==> src/rtl/fetch_ctrl_if.sv <==
// Fetch-stage bus bundle: PC-register control, instruction-memory handshake
// and the decode-facing instruction register. The fetch controller is the
// master; the surrounding PC register, memory and decode form the slave side.
interface fetch_ctrl_if #(
  parameter int XLEN  = 32,
  parameter int CNT_W = 16
);
  // PC register control
  logic [XLEN-1:0]  pc_in;
  logic             take_branch;
  logic [XLEN-1:0]  branch_target;
  logic             stallF;
  // Redirect from execute
  logic             redirect_valid;
  logic [XLEN-1:0]  redirect_target;
  // Instruction memory
  logic             imem_req;
  logic [XLEN-1:0]  imem_addr;
  logic             imem_gnt;
  logic             imem_rvalid;
  logic [XLEN-1:0]  imem_rdata;
  // Decode side
  logic             instr_valid;
  logic [XLEN-1:0]  instr;
  logic [XLEN-1:0]  instr_pc;
  logic             instr_ready;
  // Performance monitor
  logic [CNT_W-1:0] squash_cnt;

  modport master (
    input  pc_in, redirect_valid, redirect_target,
           imem_gnt, imem_rvalid, imem_rdata, instr_ready,
    output take_branch, branch_target, stallF,
           imem_req, imem_addr, instr_valid, instr, instr_pc, squash_cnt
  );

  modport slave (
    output pc_in, redirect_valid, redirect_target,
           imem_gnt, imem_rvalid, imem_rdata, instr_ready,
    input  take_branch, branch_target, stallF,
           imem_req, imem_addr, instr_valid, instr, instr_pc, squash_cnt
  );
endinterface

==> src/rtl/fetch_ctrl.sv <==
// Fetch-stage sequencer: keeps one instruction-memory request in flight,
// buffers one fetched instruction for decode, and flushes/squashes on
// execute redirects while counting every discarded fetch.
module fetch_ctrl #(
  parameter int XLEN  = 32,
  parameter int CNT_W = 16
) (
  input  logic          clk,
  input  logic          rst,
  fetch_ctrl_if.master  bus
);

  typedef enum logic {S_REQ, S_WAIT} state_t;

  state_t          state, state_nxt;
  logic            drop;        // one stale response still to be discarded
  logic [XLEN-1:0] req_pc;      // address of the request in flight

  logic buf_free;
  logic req_ok;
  logic accept;
  logic resp;
  logic load;
  logic resp_drop;
  logic flush;

  // Handshake qualifiers shared by the datapath and the FSM
  always_comb begin
    buf_free  = !bus.instr_valid || bus.instr_ready;
    req_ok    = !rst && (state == S_REQ) && buf_free && !bus.redirect_valid;
    accept    = req_ok && bus.imem_gnt;
    // Responses are only meaningful while waiting; one arriving in S_REQ
    // (e.g. a late reply after reset) is ignored.
    resp      = (state == S_WAIT) && bus.imem_rvalid;
    load      = resp && !drop && !bus.redirect_valid;
    resp_drop = resp && (drop || bus.redirect_valid);
    flush     = bus.redirect_valid && bus.instr_valid;
  end

  // State register
  // NOTE: sequential state uses non-blocking assignments so every flop
  // samples pre-edge values regardless of block evaluation order.
  always_ff @(posedge clk or posedge rst) begin
    if (rst) state <= S_REQ;
    else     state <= state_nxt;
  end

  // Next-state logic: leave S_REQ on a grant, leave S_WAIT on any response
  always_comb begin
    // NOTE: default first so no path leaves state_nxt unassigned (no latch).
    state_nxt = state;
    unique case (state)
      S_REQ:  if (accept)          state_nxt = S_WAIT;
      S_WAIT: if (bus.imem_rvalid) state_nxt = S_REQ;
      default:                     state_nxt = S_REQ;
    endcase
  end

  // Output logic: memory request and PC-register control
  always_comb begin
    bus.imem_req      = req_ok;
    bus.imem_addr     = bus.pc_in;
    bus.take_branch   = !rst && bus.redirect_valid;
    bus.branch_target = {bus.redirect_target[XLEN-1:2], 2'b00};
    // PC moves on a grant (to PC+4) or on a redirect (to the target).
    bus.stallF        = rst || !(bus.redirect_valid || accept);
  end

  // Stale-response tracker: set by a redirect while a request is in flight
  always_ff @(posedge clk or posedge rst) begin
    if (rst) begin
      drop <= 1'b0;
    end else if (state == S_WAIT) begin
      if (bus.imem_rvalid)         drop <= 1'b0;
      else if (bus.redirect_valid) drop <= 1'b1;
    end
  end

  // Capture the address of each accepted request for tagging its response
  always_ff @(posedge clk or posedge rst) begin
    if (rst)         req_pc <= '0;
    else if (accept) req_pc <= bus.pc_in;
  end

  // Decode output register: a load wins over consumption and flush
  always_ff @(posedge clk or posedge rst) begin
    if (rst) begin
      bus.instr_valid <= 1'b0;
      bus.instr       <= '0;
      bus.instr_pc    <= '0;
    end else if (load) begin
      bus.instr_valid <= 1'b1;
      bus.instr       <= bus.imem_rdata;
      bus.instr_pc    <= req_pc;
    end else if (bus.redirect_valid || bus.instr_ready) begin
      bus.instr_valid <= 1'b0;
    end
  end

  // Squash counter: buffer flush and response drop may both occur in a cycle
  always_ff @(posedge clk or posedge rst) begin
    if (rst) bus.squash_cnt <= '0;
    else     bus.squash_cnt <= bus.squash_cnt + CNT_W'(flush) + CNT_W'(resp_drop);
  end

endmodule

==> src/flat_wrapper.sv <==
// flat-port wrapper written by rule: the top's interface ports become plain ports
module fetch_ctrl_flat 
#(
  parameter int XLEN  = 32,
  parameter int CNT_W = 16
)
  (clk, rst, bus_pc_in, bus_redirect_valid, bus_redirect_target, bus_imem_gnt, bus_imem_rvalid, bus_imem_rdata, bus_instr_ready, bus_take_branch, bus_branch_target, bus_stallF, bus_imem_req, bus_imem_addr, bus_instr_valid, bus_instr, bus_instr_pc, bus_squash_cnt);
  fetch_ctrl_if #(.XLEN(XLEN), .CNT_W(CNT_W)) bus_i ();
  input  logic clk;
  input  logic rst;
  input wire logic [$bits(bus_i.pc_in)-1:0] bus_pc_in;
  input wire logic [$bits(bus_i.redirect_valid)-1:0] bus_redirect_valid;
  input wire logic [$bits(bus_i.redirect_target)-1:0] bus_redirect_target;
  input wire logic [$bits(bus_i.imem_gnt)-1:0] bus_imem_gnt;
  input wire logic [$bits(bus_i.imem_rvalid)-1:0] bus_imem_rvalid;
  input wire logic [$bits(bus_i.imem_rdata)-1:0] bus_imem_rdata;
  input wire logic [$bits(bus_i.instr_ready)-1:0] bus_instr_ready;
  output wire logic [$bits(bus_i.take_branch)-1:0] bus_take_branch;
  output wire logic [$bits(bus_i.branch_target)-1:0] bus_branch_target;
  output wire logic [$bits(bus_i.stallF)-1:0] bus_stallF;
  output wire logic [$bits(bus_i.imem_req)-1:0] bus_imem_req;
  output wire logic [$bits(bus_i.imem_addr)-1:0] bus_imem_addr;
  output wire logic [$bits(bus_i.instr_valid)-1:0] bus_instr_valid;
  output wire logic [$bits(bus_i.instr)-1:0] bus_instr;
  output wire logic [$bits(bus_i.instr_pc)-1:0] bus_instr_pc;
  output wire logic [$bits(bus_i.squash_cnt)-1:0] bus_squash_cnt;
  assign bus_i.pc_in = bus_pc_in;
  assign bus_i.redirect_valid = bus_redirect_valid;
  assign bus_i.redirect_target = bus_redirect_target;
  assign bus_i.imem_gnt = bus_imem_gnt;
  assign bus_i.imem_rvalid = bus_imem_rvalid;
  assign bus_i.imem_rdata = bus_imem_rdata;
  assign bus_i.instr_ready = bus_instr_ready;
  assign bus_take_branch = bus_i.take_branch;
  assign bus_branch_target = bus_i.branch_target;
  assign bus_stallF = bus_i.stallF;
  assign bus_imem_req = bus_i.imem_req;
  assign bus_imem_addr = bus_i.imem_addr;
  assign bus_instr_valid = bus_i.instr_valid;
  assign bus_instr = bus_i.instr;
  assign bus_instr_pc = bus_i.instr_pc;
  assign bus_squash_cnt = bus_i.squash_cnt;
  fetch_ctrl #(.XLEN(XLEN), .CNT_W(CNT_W)) u_core (.clk(clk), .rst(rst), .bus(bus_i));
endmodule
==> config.mk <==
export PLATFORM = sky130hd
export DESIGN_NAME = fetch_ctrl_flat
export DESIGN_NICKNAME = d
export VERILOG_FILES = /design/src/rtl/fetch_ctrl_if.sv /design/src/rtl/fetch_ctrl.sv /design/src/flat_wrapper.sv
export SDC_FILE = /design/constraint.sdc
export NUM_CORES = 1
export LEC_CHECK = 0
export BUFFER_PORTS_ARGS = -buffer_cell sky130_fd_sc_hd__buf_2
export CAP_MARGIN = 5
export CORE_AREA = 2 2 107 109
export CTS_BUF_LIST = sky130_fd_sc_hd__clkbuf_16
export DETAILED_ROUTE_END_ITERATION = 12
export DIE_AREA = 0 0 109 111
export GPL_TIMING_DRIVEN = 0
export PLACE_DENSITY_LB_ADDON = 0.08
export SKIP_LAST_GASP = 1
export SLEW_MARGIN = 20
export SYNTH_ARGS = -nofsm -noshare
export SYNTH_HDL_FRONTEND = slang
export SYNTH_SLANG_ARGS = --single-unit
==> constraint.sdc <==
create_clock -name clk -period 3.5 [get_ports clk]
set_input_delay 0 -clock clk [delete_from_list [all_inputs] [get_ports clk]]
set_output_delay 0 -clock clk [all_outputs]
set_load 0.05 [all_outputs]
# After elaboration in Yosys (flattened, before gate mapping)

Index checks and enable logic that the tools add are counted.

Add/subtract/negate cells: 2
$mul: 0
Divide/modulo/power cells: 0
$lt $le $gt $ge: 0
Equal/unequal tests: 0
Shift operators: 0
Mux-type cells: 7
Bitwise logic cells: 1
Reduce and logical (&&, ||, !) cells: 23

Operator list:

| cell                                     | count |
|---|---|
| 16-bit by 1-bit adder with 16-bit output | 2 |
| 1-bit logical AND                        | 10 |
| 1-bit two-way mux                        | 6 |
| 1-bit logical NOT                        | 5 |
| 1-bit logical OR                         | 5 |
| 2-bit nonzero test                       | 2 |
| 1-bit one-hot mux with 2 select lines    | 1 |
| 2-bit AND reduction                      | 1 |
| 1-bit inverter                           | 1 |

Bits in registers: 115
Latch bits: 0
RAM bits: 0
Memory bits (read-only): 0
Input bits: 102
Output and inout port bits: 148
Word-level logic and storage cells: 40
Memories: 0

# Logic depth before layout (Yosys ltp)

Depth in word-level cells: 8
Depth in mapped cells: 7

# Worst setup path after synthesis

Ideal clock, no wire load.

Path type: input port to output port
Start point: in rst
End point: out bus_stallF
Arrival: 3,671 ps
Required time: 3,500 ps
Path slack: -171 ps
Cell stages on the path: 3
Buffers on the path: 0
Cells stage by stage: inv_1 and3_1 a21oi_1

Longest elaborated chain between the ends: 8

RTL lines:

| element                        | line               | RTL |
|---|---|---|
| start, declared                | flat_wrapper.sv:10 | `input logic rst;` |
| 1-bit logical NOT              | fetch_ctrl.sv:30   | `req_ok = !rst && (state == S_REQ) && buf_free && !bus.redirect_valid;` |
| 1-bit logical AND (3 in a row) | fetch_ctrl.sv:30   |  |
| named net bus_imem_req         | flat_wrapper.sv:21 | `output wire logic [$bits(bus_i.imem_req)-1:0] bus_imem_req;` |
| 1-bit logical AND              | fetch_ctrl.sv:31   | `accept = req_ok && bus.imem_gnt;` |
| 1-bit logical OR               | fetch_ctrl.sv:66   | `bus.stallF = rst \|\| !(bus.redirect_valid \|\| accept);` |
| 1-bit logical NOT              | fetch_ctrl.sv:66   |  |
| 1-bit logical OR               | fetch_ctrl.sv:66   |  |
| end, declared                  | flat_wrapper.sv:20 | `output wire logic [$bits(bus_i.stallF)-1:0] bus_stallF;` |

The timed path passes the listed nets, and every way through them passes these cells.

# Final worst setup path

Start point: in rst
End point: out bus_stallF

Longest elaborated chain between the ends: 8

RTL lines:

| element                        | line |
|---|---|
| 1-bit logical NOT              | fetch_ctrl.sv:30 |
| 1-bit logical AND (3 in a row) | fetch_ctrl.sv:30 |
| 1-bit logical AND              | fetch_ctrl.sv:31 |
| 1-bit logical OR               | fetch_ctrl.sv:66 |
| 1-bit logical NOT              | fetch_ctrl.sv:66 |
| 1-bit logical OR (*)           | fetch_ctrl.sv:66 |

Every way passes the cells marked *; elsewhere a longest branch is shown, timed or not.

==> out/qor.txt <==
GRT Util Overall = 0.183
CTS buffer count = 17
Post-Syn Area = 4950 um2
Cell total after placement = 707
Worst R2R Setup Slack = 1480 ps
Yosys reg bits = 115
Nets = 756
Clock sinks = 115
Die Ht = 111 um
Crit Path Max Fanout = 35
Share of layout cells above drive strength 1 = 0.630
Maximum Capacitance Violations = 0
Die Wd = 109 um
Worst setup margin = 1320 ps
Hold Path Depth = 3
Drt drc = 0
DIE AREA = 12100 um2
Max IR drop VDD = 0.543 mV
Worst-skew pair later-pin latency = 390 ps
Most common cell after layout, fill and taps aside = buf_2
Routed via count = 3640
Non-Filler Instances = 807
Antenna fix cells = 0
First-pass GRT wire length = 17300 um
Drt total wl = 10800 um
Vias/cell = 4.51
Io pins = 250
Post-Syn Instances = 345
Starting density of the core = 0.447
Grt ovf = 0
Total power = 5990 uW
Core area = 11100 um2
Vias in the first global route = 3696
Clk slew on worst S/H paths = 50 ps
DRT antenna net count = 0
CP Class = in -> out
GR Util met3 = 0.0576
Busiest grt layer = met2
FF-to-FF Start = u_core.state
Leak pwr = 0.00384 uW
Initial antenna violation count = 0
Cell Rows = 39
Worst Hold Class = in -> reg
CP required = 3500 ps
Register area share after synthesis = 0.581
R2r worst-path depth = 7
Power per Cell Area = 802 nW/um2
Root buf cell = clkbuf_16
CTS tree = yes
Mean Syn Cell Area = 14.3 um2
1st-pass router iterations = 4
H-tree levels = 4
Largest net degree at the start of global routing = 36
Outcome = finished, final reports clean
Slew margin rel. = 0.601
1st-iter DRT viols = 44
# port buffers = 215
Cell area after layout = 7460 um2
Post-CTS setup buffers = 0
Fillers = 885
TNS Setup = 0 ps
Routed WL per cell = 13.4 um
Final setup viols = 0
CP Capture Type = primary output
Fin crit share = 0.622
Clock Path Buffers = 2
Final slew viol count = 0
Startpoint Class = input port
Post-route minimum period = 2180 ps
Setup slack at placement = 1460 ps
CP arrival = 2180 ps
DP HPWL = 7580 um
Post-synth cell types = 28
Synth-to-layout area growth = 50.8%
Max Clk Rate = 0.459 GHz
Reg-to-reg critical path endpoint = u_core.bus.squash_cnt[12]
Dpl cell area = 6270 um2
Hold EP = u_core.req_pc[23]
Number of gates resized after cts = 0
Worst hold path startpoint = bus_imem_gnt
Final Skew = 5.85 ps
Worst-Margin Slew = 597 ps
Most frequent cells in the layout = buf_2, dfrtp_1, mux2_2, dlygate4sd3_1, buf_4
Ys Warns = 0
Hold Vio Cnt, Final = 0
Met1 global-route usage = 0.209
Grt met2 use = 0.324
RSZ-0062 raised after global routing = no
Gpl congestion = 0.707
==> critical path, cell delays in order <==
cell,delay [ps]
dlygate4sd3_1,530
buf_2,140
clkinvlp_4,500
buf_12,400
and3_1,190
a21oi_1,140
buf_2,270
==> kinds of logic (layout without fill, tap and decap cells) <==
| logic type | count (synthesis) | in the layout | share of synthesized area |
|---|---|---|---|
| DFF | 115 | 115 | 0.581 |
| muxes | 96 | 96 | 0.220 |
| buffers and inverters | 79 | 397 | 0.122 |
| and+or+nand+nor | 33 | 33 | 0.0394 |
| xor gates and xnor gates | 14 | 14 | 0.0248 |
| AOI/OAI and AO/OA | 5 | 5 | 0.00556 |
| adders and majority gates | 2 | 2 | 0.00657 |
| other | 1 | 2 | 0.000758 |
==> worst max path at each step <==
| stage | start | endpoint |
|---|---|---|
| CTS | rst | bus_stallF |
| finish | rst | bus_stallF |
| detailed placement | u_core.state | u_core.bus.squash_cnt[12] |
| floorplan | rst | bus_stallF |
| global placement | rst | u_core.req_pc[0] |
| global route | rst | bus_stallF |
==> routing by layer <==
metal	wire length (um)	up-vias
li1	-	1729
met1	4260	1753
met2	5570	148
met3	869	10
met4	120	0
met5	0	-
==> sequential cells by signal (all words and copies together), names as in the netlist <==
| name | flops |
|---|---|
| u_core.drop | 1 |
| u_core.bus.instr_pc | 32 |
| u_core.req_pc | 32 |
| u_core.bus.squash_cnt | 16 |
| u_core.bus.instr_valid | 1 |
| u_core.bus.instr | 32 |
| u_core.state | 1 |
==> cell type report <==
class,instances,area (um2),area share
well taps,143,179,0.0240
multi-input cells,152,1470,0.197
plain buffers,74,583,0.0781
clock inverters,14,76.3,0.0102
inverters,5,22.5,0.00302
flip-flops and latches,115,2880,0.386
clock buffers,17,425,0.0570
repair buffers,287,1830,0.245
==> power by group <==
| part | switching [uW] | internal [uW] |
|---|---|---|
| registers | 222 | 1780 |
| logic | 1800 | 736 |
| clock network | 563 | 878 |
| total | 2590 | 3400 |
==> stage by stage <==
stage | hold WS [ps] | util
after detailed placement | 121 | 0.566
final | 85.5 | 0.674
after global placement | 204 | 0.561
after global routing | 80.6 | 0.674
after floorplan | 89.8 | -
after CTS | 76.0 | 0.674
==> cell usage after synthesis, drive strengths merged <==
cell / number / area, um2
fa: 1 / 20.0
conb: 1 / 3.75
inv: 5 / 18.8
xor2: 8 / 70.1
and4: 1 / 8.76
nor3: 4 / 25.0
ha: 1 / 12.5
and3: 1 / 6.26
buf: 74 / 583
nand4: 6 / 52.6
nor4: 4 / 25.0
o21bai: 1 / 7.51
nand3: 5 / 25.0
xnor2: 6 / 52.6
nand2b: 1 / 6.26
a21oi: 3 / 15.0
dfrtp: 115 / 2880
nand2: 4 / 15.0
o21ai: 1 / 5.00
and2: 1 / 6.26
nor2b: 1 / 6.26
nor2: 5 / 18.8
mux2: 96 / 1090
==> timing repair <==
item,CTS,global route
endpoints found under the hold margin,89,0
hold buffers,69,0
endpoints found under the setup margin,0,0
Power figures use the tool's default switching activity.
